$ cat src/rtl/rom_loader.sv
// rom_loader: framed byte-stream boot loader feeding the instruction ROM write port.
// Latency: w_en_o pulses in the cycle after the 4th byte of each word is accepted.
// Backpressure: rx_ready_o low during the WRITE cycle and permanently in ERR; rx_valid_i low just stalls.
// Optional trailing checksum byte is enabled by defining LOADER_CHECKSUM_EN.
module rom_loader #(
  parameter int unsigned ROM_DEPTH = 1024,
  parameter logic [31:0] BASE_ADDR = 32'h0000_0000,
  parameter logic [7:0]  SYNC_BYTE = 8'hA5
) (
  input  logic        clk,
  input  logic        rst_n,
  input  logic        rx_valid_i,
  input  logic [7:0]  rx_data_i,
  output logic        rx_ready_o,
  output logic        w_en_o,
  output logic [31:0] w_addr_o,
  output logic [31:0] w_data_o,
  output logic [3:0]  w_sel_o,
  output logic        busy_o,
  output logic        done_o,
  output logic        err_o
);

`ifdef LOADER_CHECKSUM_EN
  typedef enum logic [2:0] {
    S_IDLE, S_LEN0, S_LEN1, S_DATA, S_WRITE, S_CSUM, S_DONE, S_ERR
  } state_t;
  localparam state_t EndOfData = S_CSUM;
`else
  typedef enum logic [2:0] {
    S_IDLE, S_LEN0, S_LEN1, S_DATA, S_WRITE, S_DONE, S_ERR
  } state_t;
  localparam state_t EndOfData = S_DONE;
`endif

  // 17 bits so a depth of 65536 still compares correctly against a 16-bit length.
  localparam logic [16:0] DepthLim = 17'(ROM_DEPTH);

  state_t      state_q, state_d;
  logic [15:0] len_q, len_d;
  logic [15:0] word_cnt_q, word_cnt_d;
  logic [1:0]  byte_cnt_q, byte_cnt_d;
  logic [31:0] pack_q, pack_d;
`ifdef LOADER_CHECKSUM_EN
  logic [7:0]  csum_q, csum_d;
`endif

  logic        rx_ready_q;
  logic        w_en_q;
  logic [31:0] w_addr_q;
  logic [31:0] w_data_q;
  logic [3:0]  w_sel_q;
  logic        busy_q;
  logic        done_q;
  logic        err_q;

  logic        accept;
  logic [15:0] len_full;

  assign accept   = rx_valid_i & rx_ready_q;
  assign len_full = {rx_data_i, len_q[7:0]};

  // Next-state and datapath update for the frame parser.
  always_comb begin
    state_d    = state_q;
    len_d      = len_q;
    word_cnt_d = word_cnt_q;
    byte_cnt_d = byte_cnt_q;
    pack_d     = pack_q;
`ifdef LOADER_CHECKSUM_EN
    csum_d     = csum_q;
`endif
    case (state_q)
      S_IDLE, S_DONE: begin
        if (accept && (rx_data_i == SYNC_BYTE)) begin
          state_d    = S_LEN0;
          word_cnt_d = 16'd0;
          byte_cnt_d = 2'd0;
`ifdef LOADER_CHECKSUM_EN
          csum_d     = 8'd0;
`endif
        end
      end
      S_LEN0: begin
        if (accept) begin
          len_d[7:0] = rx_data_i;
          state_d    = S_LEN1;
        end
      end
      S_LEN1: begin
        if (accept) begin
          len_d[15:8] = rx_data_i;
          if ({1'b0, len_full} > DepthLim) begin
            state_d = S_ERR;
          end else if (len_full == 16'd0) begin
            state_d = EndOfData;
          end else begin
            state_d = S_DATA;
          end
        end
      end
      S_DATA: begin
        if (accept) begin
          // Shifting in from the top leaves byte 0 in [7:0] after four bytes.
          pack_d     = {rx_data_i, pack_q[31:8]};
          byte_cnt_d = byte_cnt_q + 2'd1;
`ifdef LOADER_CHECKSUM_EN
          csum_d     = csum_q + rx_data_i;
`endif
          if (byte_cnt_q == 2'd3) begin
            state_d = S_WRITE;
          end
        end
      end
      S_WRITE: begin
        word_cnt_d = word_cnt_q + 16'd1;
        state_d    = (word_cnt_q == (len_q - 16'd1)) ? EndOfData : S_DATA;
      end
`ifdef LOADER_CHECKSUM_EN
      S_CSUM: begin
        if (accept) begin
          state_d = (rx_data_i == csum_q) ? S_DONE : S_ERR;
        end
      end
`endif
      default: begin
        // ERR is sticky until reset.
        state_d = state_q;
      end
    endcase
  end

  // State, counters and outputs registered from the next state so outputs are glitch-free.
  always_ff @(posedge clk or negedge rst_n) begin
    if (!rst_n) begin
      state_q    <= S_IDLE;
      len_q      <= 16'd0;
      word_cnt_q <= 16'd0;
      byte_cnt_q <= 2'd0;
      pack_q     <= 32'd0;
`ifdef LOADER_CHECKSUM_EN
      csum_q     <= 8'd0;
`endif
      rx_ready_q <= 1'b0;
      w_en_q     <= 1'b0;
      w_addr_q   <= 32'd0;
      w_data_q   <= 32'd0;
      w_sel_q    <= 4'h0;
      busy_q     <= 1'b0;
      done_q     <= 1'b0;
      err_q      <= 1'b0;
    end else begin
      state_q    <= state_d;
      len_q      <= len_d;
      word_cnt_q <= word_cnt_d;
      byte_cnt_q <= byte_cnt_d;
      pack_q     <= pack_d;
`ifdef LOADER_CHECKSUM_EN
      csum_q     <= csum_d;
`endif
      rx_ready_q <= (state_d != S_WRITE) && (state_d != S_ERR);
      busy_q     <= (state_d != S_IDLE) && (state_d != S_DONE) && (state_d != S_ERR);
      done_q     <= (state_d == S_DONE);
      err_q      <= (state_d == S_ERR);
      w_en_q     <= (state_d == S_WRITE);
      w_sel_q    <= (state_d == S_WRITE) ? 4'hF : 4'h0;
      // Address uses the pre-increment word count; word_cnt advances during WRITE.
      if (state_d == S_WRITE) begin
        w_addr_q <= BASE_ADDR + {14'd0, word_cnt_q, 2'b00};
        w_data_q <= pack_d;
      end
    end
  end

  assign rx_ready_o = rx_ready_q;
  assign w_en_o     = w_en_q;
  assign w_addr_o   = w_addr_q;
  assign w_data_o   = w_data_q;
  assign w_sel_o    = w_sel_q;
  assign busy_o     = busy_q;
  assign done_o     = done_q;
  assign err_o      = err_q;

endmodule

$ cat config.mk
export PLATFORM = sky130hd
export DESIGN_NAME = rom_loader
export DESIGN_NICKNAME = d
export VERILOG_FILES = /design/src/rtl/rom_loader.sv
export SDC_FILE = /design/constraint.sdc
export NUM_CORES = 1
export LEC_CHECK = 0
export ABC_AREA = 0
export CORE_ASPECT_RATIO = 1.75
export CORE_UTILIZATION = 35
export CTS_CLUSTER_DIAMETER = 50
export DETAILED_ROUTE_END_ITERATION = 10
export HOLD_SLACK_MARGIN = 0.03
export RECOVER_POWER = 100
export SLEW_MARGIN = 40
export SYNTH_ARGS = -nofsm -noshare
export SYNTH_HDL_FRONTEND = slang
export SYNTH_SLANG_ARGS = --single-unit
export TNS_END_PERCENT = 50
$ cat constraint.sdc
create_clock -name clk -period 3.2 [get_ports clk]
set_input_delay 0.64 -clock clk [delete_from_list [all_inputs] [get_ports clk]]
set_output_delay 0.64 -clock clk [all_outputs]
set_load 0.03 [all_outputs]
==> results.py <==
metrics = {
    "power": {
        "ir_drop_uv": 475,
        "powerDensity_mw_per_mm2": 487,
        "cellLeakagePower_nw": 3.42,
        "internal_power_w": 0.00260,
        "swShare_pct": 24.6,
        "clock_power_share_pct": 53.0,
        "comb_power_share_pct": 2.4,
        "pwr-share-seq_pct": 44.7,
        "switching_power_w": 0.000851,
    },
    "worst_setup_path": {
        "slowest_stage": "or4b_1",
        "critPathArrivalTime_ps": 3050,
        "critical_path_buf_inv_count": 1,
        "cp_top_family": "simple AND/OR/NAND/NOR gates",
        "worstPathMaxFanout": 8,
        "path_cells": "inv_1 -> ha_1 -> or4b_1 -> or3_1 -> a211oi_1 -> nand4_1 -> and4b_1 -> o21ai_0",
        "required_ps": 3470,
        "end_kind": "register",
        "critPathLaunchType": "register",
        "slowest_delay_ps": 600,
        "path_class": "register to register",
    },
    "routing": {
        "drt_iter0_drc": 160,
        "drc_errors": 0,
        "wirelength_um": 13500,
        "antenna_left": 0,
        "dr_total_vias": 4005,
        "first_pass_iters": 4,
        "wire_per_inst_um": 18.0,
        "via_per_inst": 5.35,
    },
    "synth": {
        "yosysTopAreaCell": "dfrtp_1",
        "yosys-top-cells-area": "dfrtp_1, mux2_2, buf_4",
        "netlist_area_mm2": 0.00580,
        "synthArstFlopShare_pct": 100,
        "synth-edff-count": 0,
        "seq_area_frac_synth_pct": 52.7,
        "syn_area_per_cell_um2": 11.9,
        "synthCells": 487,
        "synth_top_area_share_pct": 52.7,
        "ys.flop_type": "dfrtp_1",
        "synth_seq_cells": 122,
        "synth_cell_type_count": 64,
        "yosysWarnings": 0,
    },
    "status": {
        "violations": "max-capacitance violations, max-slew violations",
        "status": "finished, violations left",
    },
    "layout": {
        "final_area_mm2": 0.00709,
        "fin_nets": 562,
        "diodes": 0,
        "fill_cells": 1476,
        "drive_gt1_share_pct": 21.4,
        "area_delta_synth_final_pct": 22.2,
    },
    "sta": {
        "finalSetupViolCount": 0,
        "hold_violations": 0,
        "skew_ps": 10.3,
        "fmax_ghz": 0.359,
        "relSlewSlack_pct": -51.9,
        "min_period_ps": 2790,
        "tightest_slew_ps": 2280,
        "tns_ps": 0,
        "fin_crit_sh_pct": 87.0,
        "rsz0062_at_grt": "false",
        "slew_viol_final": 40,
    },
    "grt": {
        "grt_usage_pct": 16.6,
        "grt_max_degree": 69,
        "grt_pass1_wl_um": 21500,
        "grt_overflow": 0,
        "antenna_found_initial": 0,
        "grt_pass1_vias": 4091,
    },
    "die": {
        "coreArea_mm2": 0.0160,
        "initial_core_util_pct": 36.2,
        "die-height_um": 172,
        "die-area_mm2": 0.0171,
        "num_rows": 61,
        "io_pins": 84,
        "die_x_um": 99.3,
    },
    "clock_tree": {
        "cts_made_buffers": 17,
        "htreeDepth": 4,
        "clock-sinks": 122,
        "ctsResizeCount": 0,
        "tritoncts": "done",
        "cts-root-buf": "clkbuf_16",
        "clock_path_buffers": 2,
        "postCtsHoldBufs": 0,
        "path_clk_slew_ps": 60,
        "post_cts_buffers": 0,
        "insertion_delay_ps": 410,
    },
    "placement": {
        "gp_congestion": 0.839,
        "io_buffer_count": 67,
        "dp_hpwl_um": 9990,
        "place_area_mm2": 0.00657,
    },
    "worst_hold_path": {
        "worstHoldPathType": "register to register",
    },
    "run": {
        "drv_cap": 1,
    },
}
## sequential cells by signal, indices dropped and copies added, names as in the netlist
register / flops
w_addr_o: 16
done_o: 1
len_q: 16
pack_q: 32
w_sel_o: 1
byte_cnt_q: 2
err_o: 1
busy_o: 1
word_cnt_q: 16
w_data_o: 32
state_q: 3
rx_ready_o: 1
## Yosys cell counts, types with 3 or more instances
library cell,n
inv_1,6
a31oi_1,3
or4_1,4
a21oi_1,8
o211ai_1,3
o21ai_0,21
or2_2,4
clkbuf_1,18
ha_1,4
nand3_1,5
nand4_1,11
and3_1,4
mux2_2,95
o31ai_1,6
buf_2,5
xor2_1,6
a211oi_1,4
nand2_1,27
nor3_1,6
buf_1,5
nand3b_1,4
buf_4,22
nor4_1,10
or3_1,4
xnor2_1,12
o21ai_1,4
nor2_1,19
dfrtp_1,122
nor2b_1,3
## stage by stage
stage	hold slack [ps]	setup slack, ps	instances	utilization, %	total power [W]
3_5_place_dp	488	352	717	41.0	0.00166
3_3_place_gp	477	429	717	41.0	0.00166
5_1_grt	509	223	749	44.2	0.00357
4_1_cts	222	431	749	44.5	0.00350
6_report	484	415	749	44.2	0.00346
2_1_floorplan	344	723	502	-	0.00161
## power groups by stage
stage	clock [W]	sequential, W	combinational [W]
floorplan	0	0.00157	0.0000432
global placement	0	0.00157	0.0000843
detailed placement	0	0.00157	0.0000855
CTS	0.00187	0.00154	0.0000852
global route	0.00194	0.00154	0.0000917
finish	0.00183	0.00154	0.0000818
## cell usage in the layout (no fill, tap or decap), drive strengths merged, types with 5 or more instances in the layout
| master | n |
|---|---|
| or4 | 5 |
| or2 | 6 |
| nor4 | 11 |
| o31ai | 6 |
| mux2 | 95 |
| dfrtp | 122 |
| xnor2 | 12 |
| nand2 | 27 |
| or3 | 5 |
| clkbuf | 24 |
| nor2 | 19 |
| o21ai | 26 |
| inv | 17 |
| xor2 | 6 |
| clkdlybuf4s50 | 7 |
| dlygate4sd3 | 59 |
| nand4 | 11 |
| conb | 16 |
| nand3 | 5 |
| buf | 6 |
| a21oi | 9 |
| nor3 | 6 |
## routing by layer
layer  part of all wire (%)  GRT usage (%)  vias to the layer above
met1                     38           17.2                     2010
met5                      0              0                        -
met2                     55           30.6                      103
met3                    3.3           3.11                       27
li1                       -              -                     1865
met4                    4.3           10.0                        0
## logic make-up after synthesis
| family | share of synthesized area (%) |
|---|---|
| fa+ha+maj | 1.04 |
| compound gates | 7.86 |
| buf+inv | 5.59 |
| xor+xnor | 2.72 |
| flops | 52.7 |
| mux | 18.5 |
| simple gates | 11.6 |
| other cells | 0.0647 |
## worst paths after layout
kind,cells after the start,start,slack [ps],end
setup reg to reg,8,len_q[1],410,state_q[1]
min in group asynchronous,1,rst_n,910,len_q[0]
hold reg to reg,1,pack_q[5],480,pack_q[5]
setup / recovery,8,len_q[1],410,state_q[1]
hold / removal,1,pack_q[5],480,pack_q[5]
max in group asynchronous,2,rst_n,910,w_addr_o[10]
## layout make-up
cell class                 count  area, µm²  area share (%)
inverter                       6       22.5           0.318
sequential                   122       3050            43.1
tap                          189        236            3.34
timing repair buffer          78        743            10.5
clock buffer                  18        439            6.20
clock inverter                14        126            1.78
multi-input combinational    322       2470            34.8
Note: power is estimated with default switching activity, not from simulation.
